**src/rtl/filter_peak_extractor.sv**
```systemverilog
// Peak extractor for trapezoidal filter output: amplitude, peak timestamp and width per pulse,
// one-deep event buffer with hold-off and drop counting. Optional pile-up flag: PEAK_PILEUP_EN.
module filter_peak_extractor #(
    parameter int DATA_W    = 20,
    parameter int TS_W      = 32,
    parameter int WIDTH_W   = 8,
    parameter int HOLDOFF   = 16,
    parameter int MAX_WIDTH = 64
) (
    input  logic                     clk,
    input  logic                     reset,
    input  logic signed [DATA_W-1:0] filt_data,
    input  logic signed [DATA_W-1:0] threshold,
    output logic signed [DATA_W-1:0] out_amp,
    output logic        [TS_W-1:0]   out_ts,
    output logic        [WIDTH_W-1:0] out_width,
    output logic                     out_valid,
    input  logic                     out_ready,
    output logic        [15:0]       drop_cnt,
    output logic                     busy
`ifdef PEAK_PILEUP_EN
    ,
    output logic                     out_pileup
`endif
);
    // state   | meaning
    // S_IDLE  | armed, waiting for a sample above threshold
    // S_TRACK | inside a pulse, tracking maximum and width
    // S_HOLD  | dead time after an event, input ignored until re-arm
    typedef enum logic [1:0] {S_IDLE, S_TRACK, S_HOLD} state_t;

    localparam logic [7:0]         HOLD_LIM  = 8'(HOLDOFF);
    localparam logic [WIDTH_W-1:0] WIDTH_SAT = '1;

    state_t                    state_q, state_d;
    logic [TS_W-1:0]           ts_q, ts_d, pts_q, pts_d;
    logic signed [DATA_W-1:0]  max_q, max_d, thr_q, thr_d;
    logic [WIDTH_W-1:0]        width_q, width_d;
    logic [7:0]                hold_q, hold_d;
    logic                      post, load;
    logic signed [DATA_W-1:0]  out_amp_q, out_amp_d;
    logic [TS_W-1:0]           out_ts_q, out_ts_d;
    logic [WIDTH_W-1:0]        out_width_q, out_width_d;
    logic                      out_valid_q, out_valid_d;
    logic [15:0]               drop_q, drop_d;
    logic                      busy_q, busy_d;

    always_comb begin
        state_d = state_q;
        max_d   = max_q;
        pts_d   = pts_q;
        width_d = width_q;
        thr_d   = thr_q;
        hold_d  = hold_q;
        post    = 1'b0;
        ts_d    = ts_q + 1'b1;
        case (state_q)
            S_IDLE: begin
                if (filt_data > threshold) begin
                    state_d = S_TRACK;
                    max_d   = filt_data;
                    pts_d   = ts_q;
                    width_d = WIDTH_W'(1);
                    thr_d   = threshold;
                end
            end
            S_TRACK: begin
                if (filt_data > thr_q) begin
                    if (width_q != WIDTH_SAT) width_d = width_q + 1'b1;
                    // strict compare keeps the first sample of a flat top
                    if (filt_data > max_q) begin
                        max_d = filt_data;
                        pts_d = ts_q;
                    end
                end else begin
                    post    = 1'b1;
                    state_d = S_HOLD;
                    hold_d  = '0;
                end
            end
            S_HOLD: begin
                if (hold_q != 8'hFF) hold_d = hold_q + 8'd1;
                if (hold_q >= HOLD_LIM && filt_data <= thr_q) state_d = S_IDLE;
            end
            default: state_d = S_IDLE;
        endcase
    end

    // A post into an occupied slot that is not draining this edge is dropped.
    always_comb begin
        load        = post && (!out_valid_q || out_ready);
        out_valid_d = post || (out_valid_q && !out_ready);
        out_amp_d   = load ? max_q   : out_amp_q;
        out_ts_d    = load ? pts_q   : out_ts_q;
        out_width_d = load ? width_q : out_width_q;
        drop_d      = drop_q;
        if (post && out_valid_q && !out_ready && drop_q != 16'hFFFF) drop_d = drop_q + 16'd1;
        busy_d      = (state_d != S_IDLE);
    end

    always_ff @(posedge clk or negedge reset) begin
        if (!reset) begin
            state_q     <= S_IDLE;
            ts_q        <= '0;
            pts_q       <= '0;
            max_q       <= '0;
            thr_q       <= '0;
            width_q     <= '0;
            hold_q      <= '0;
            out_amp_q   <= '0;
            out_ts_q    <= '0;
            out_width_q <= '0;
            out_valid_q <= 1'b0;
            drop_q      <= '0;
            busy_q      <= 1'b0;
        end else begin
            state_q     <= state_d;
            ts_q        <= ts_d;
            pts_q       <= pts_d;
            max_q       <= max_d;
            thr_q       <= thr_d;
            width_q     <= width_d;
            hold_q      <= hold_d;
            out_amp_q   <= out_amp_d;
            out_ts_q    <= out_ts_d;
            out_width_q <= out_width_d;
            out_valid_q <= out_valid_d;
            drop_q      <= drop_d;
            busy_q      <= busy_d;
        end
    end

    assign out_amp   = out_amp_q;
    assign out_ts    = out_ts_q;
    assign out_width = out_width_q;
    assign out_valid = out_valid_q;
    assign drop_cnt  = drop_q;
    assign busy      = busy_q;

`ifdef PEAK_PILEUP_EN
    logic signed [DATA_W-1:0] valley_q, valley_d;
    logic                     dp_q, dp_d, out_pileup_q, out_pileup_d;
    logic signed [DATA_W:0]   half, fall, rise;
    logic                     wide;

    // valley is the lowest sample since the current maximum was set
    always_comb begin
        valley_d     = valley_q;
        dp_d         = dp_q;
        half         = ((DATA_W+1)'(max_q) - (DATA_W+1)'(thr_q)) >>> 1;
        fall         = (DATA_W+1)'(max_q) - (DATA_W+1)'(valley_q);
        rise         = (DATA_W+1)'(filt_data) - (DATA_W+1)'(valley_q);
        wide         = int'(width_q) > MAX_WIDTH;
        out_pileup_d = load ? (dp_q || wide) : out_pileup_q;
        if (state_q == S_IDLE) begin
            valley_d = filt_data;
            dp_d     = 1'b0;
        end else if (state_q == S_TRACK && filt_data > thr_q) begin
            if (fall > half && rise > half) dp_d = 1'b1;
            if (filt_data > max_q || filt_data < valley_q) valley_d = filt_data;
        end
    end

    always_ff @(posedge clk or negedge reset) begin
        if (!reset) begin
            valley_q     <= '0;
            dp_q         <= 1'b0;
            out_pileup_q <= 1'b0;
        end else begin
            valley_q     <= valley_d;
            dp_q         <= dp_d;
            out_pileup_q <= out_pileup_d;
        end
    end

    assign out_pileup = out_pileup_q;
`endif

endmodule

```
**config.mk**
```make
export PLATFORM = sky130hd
export DESIGN_NAME = filter_peak_extractor
export DESIGN_NICKNAME = d
export VERILOG_FILES = /design/src/rtl/filter_peak_extractor.sv
export SDC_FILE = /design/constraint.sdc
export NUM_CORES = 1
export LEC_CHECK = 0
export CAP_MARGIN = 25
export CORE_MARGIN = 5
export CORE_UTILIZATION = 54
export CTS_CLUSTER_DIAMETER = 200
export DETAILED_ROUTE_END_ITERATION = 8
export PLACE_DENSITY = 0.78
export SKIP_CTS_REPAIR_TIMING = 1
export SYNTH_ARGS = -nofsm -noshare
export SYNTH_HDL_FRONTEND = slang
export SYNTH_SLANG_ARGS = --single-unit
```
**constraint.sdc**
```tcl
create_clock -name clk -period 5.3 [get_ports clk]
set_clock_uncertainty 0.2 [all_clocks]
set_input_delay 0.53 -clock clk [delete_from_list [all_inputs] [get_ports clk]]
set_output_delay 0.53 -clock clk [all_outputs]
set_load 0.01 [all_outputs]
```
==> metrics <==
kind of end point of the critical path register; flop and latch count out of synthesis 200; top-count cell post-synth dfrtp_1; drt first pass iters 6; slack of the worst reg-to-reg path 1.68 ns; DRC 0; # H-tree levels 4; Endpoint, Worst Hold drop_cnt[8]; hold_sp drop_cnt[8]; Starting DRT DRC Count ~200; Die ar. between 20,000 and 25,000 um2; share of the synthesized area in the top cell type 0.519; synth warn 0; Buffers & Inverters on Critical Path 2; sequential fraction of the synthesis area 0.519; I/O Pins between 100 and 150; Worst Tran Pin Value 0.610 ns; minimum clock period 3.90 ns; Top cell by count, worst path nand3_2; Post-synth top flop dfrtp_1; Finish-stage setup viols 0; R2R Path Start thr_q[19]; critical path's slowest cell clkdlybuf4s50_1; routed vias 6,478; Setup TNS Final 0 ns; RSZ-0062 raised after global routing false; Largest stage delay, worst path 0.52 ns; global-route wire length before repair 33,900 um; CP cell instances clkdlybuf4s50_1, ha_1, nand3_2, or3_4, a2111oi_4, nand4b_1, nand3_2, nor2_4, buf_12, mux2_2; final net count 1,051; GR Util All Layers 0.206; Leakage 5.47 nW; # rows 48; Mean Syn Cell Area 11.8 um2; clk sinks 200; dpl cells 1,147; Max clock buf depth 2; Post-Synthesis Cells 817; hold path cells 1; port bufs 120; Mapped Nets 925; Max Cap Viol 0; Final Cycle Share 0.736; post-detailed-placement half-perimeter wirelength 14,200 um; initial antenna violation count 0; Pwr Total 5.29 mW; number of buffers created by CTS 17; vias in the first global route 6,667; max-slew violations 0; Area Growth Syn to Fin 20.9%; synth unique cells 58; CTS tree yes; WL per Instance 17.2 um; status completed; share of cells above drive strength 1 0.158; cell type with the largest total area after synthesis dfrtp_1; post-detailed-route count of antenna-violating nets 0; FMAX between 200 and 300 MHz; core area 17,400 um2; RePlAce Congestion 0.831; CP required ~5.4 ns; Clk pin slew, worst setup/hold paths 0.07 ns; EDFF count, synth 0; worst-path maximum fanout 49; Chip Height 144 um; Crit path depth 10; CP startpoint kind input port; Vias per Instance 5.49; ranking of synthesized cells by area dfrtp_1 52%, mux2_2 12%, ha_1 8.4%; Root Buffer clkbuf_16; cell area after synthesis 9650 um2; DRT Wirelength 20,300 um; GR Overflow Total 0; peak supply drop a little over 0.5 mV; pwr/cell area 454 nW/um2; relative slew slack 0.583; largest net degree at the start of global routing 126; CP Class input port to register; top cells by count, synth 200 x dfrtp_1, 100 x mux2_2, 71 x inv_1, 65 x ha_1, 64 x nand2_1; die width about 140 um; Post-synth ARST share 1.00; reg2reg end out_amp[15]; latest clock arrival within the worst-skew pair 0.44 ns; final hold viol count 0; Worst Reg-to-Reg Cells 10; Critical Path AT 4.02 ns; Starting Density 0.554; Hold Crit Class register to register; non-filler cells, final 1,181; CP top delay family simple AND/OR/NAND/NOR gates; antenna cell count 0
## worst register-to-register path, stage by stage, from the launching register on
cell	delay (ns)
dfrtp_1	0.33
inv_1	0.06
ha_1	0.35
nand2_1	0.12
or3_4	0.39
a2111oi_4	0.41
nand4b_1	0.26
nand3_2	0.20
nor2_4	0.44
buf_12	0.33
mux2_2	0.41
## final cells by class
| cell class | count | area, um2 |
|---|---|---|
| multi-input combinational | 525 | 4230 |
| sequential | 200 | 5000 |
| inverter | 71 | 267 |
| clock inverter | 14 | 136 |
| fill | 1340 | 5760 |
| clock buffer | 18 | 429 |
| tap | 225 | 282 |
| timing repair buffer | 128 | 1310 |
## cell usage in the layout, fill, tap and decap left out, types with 3 or more instances in the layout
cell,netlist,final
mux2_1,17,17
nor4_1,4,4
nor2b_1,8,8
xor2_1,20,20
buf_4,5,4
and4_1,3,3
clkdlybuf4s50_1,0,119
clkbuf_16,0,17
inv_8,0,3
nand2b_1,4,4
mux2i_1,4,4
o211ai_1,4,4
ha_1,65,65
nor2_1,25,25
and3_1,13,13
a21oi_1,23,23
nand2_1,64,64
mux2_2,100,100
nand4_1,25,25
o21ai_0,32,32
nor3_1,8,8
inv_1,71,71
dfrtp_1,200,200
a21o_1,4,4
nand3_1,24,24
inv_6,0,4
a211oi_1,4,4
or2_2,4,4
xnor2_1,31,31
## routing by layer
metal / vias to the layer above / global-route usage / wire [um]
met5: - / 0 / 0
met4: 0 / 0.0451 / 176
met3: 16 / 0.0476 / 1050
met2: 136 / 0.342 / 9980
met1: 3209 / 0.281 / 9110
li1: 3117 / - / -
## flip-flops by register name, indices dropped and copies added, names as in the netlist
| name | flops |
|---|---|
| busy | 1 |
| drop_cnt | 16 |
| hold_q | 8 |
| max_q | 20 |
| out_amp | 20 |
| out_ts | 32 |
| out_valid | 1 |
| out_width | 8 |
| pts_q | 32 |
| state_q | 2 |
| thr_q | 20 |
| ts_q | 32 |
| width_q | 8 |
## how the worst max path moves through the flow
stage | endpoint | startpoint | slack (ns)
after global routing | out_ts[29] | filt_data[17] | 1.22
after detailed placement | out_ts[24] | filt_data[17] | 0.99
final | out_amp[15] | filt_data[17] | 1.40
after global placement | max_q[19] | filt_data[5] | 1.11
after CTS | out_ts[24] | filt_data[17] | 1.45
after floorplan | max_q[0] | threshold[1] | 2.08
## stage by stage
stage / cell area (um2) / setup WS [ns] / hold WS, ns / utilization
global placement: 11100 / 1.11 / 0.256 / 0.635
CTS: 11600 / 1.45 / 0.0785 / 0.667
global route: 11700 / 1.22 / 0.312 / 0.669
detailed placement: 11100 / 0.985 / 0.255 / 0.635
finish: 11700 / 1.40 / 0.287 / 0.669
floorplan: 9650 / 2.08 / 0.0344 / -
## where the power goes
part	internal (mW)	total (mW)	switching, mW	leakage, nW
clock	0.625	1.25	0.622	0.277
sequential	1.86	2.06	0.199	2.60
combinational	0.971	1.98	1.01	2.59
## kinds of logic after synthesis
kind of cell / after synthesis / synth area share
DFF: 200 / 0.519
and+or+nand+nor: 195 / 0.103
muxes: 121 / 0.141
AOI/OAI and AO/OA: 93 / 0.0630
buffers and inverters: 92 / 0.0435
adders and majority gates: 65 / 0.0843
xor gates and xnor gates: 51 / 0.0463
Power figures use the tool's default switching activity.
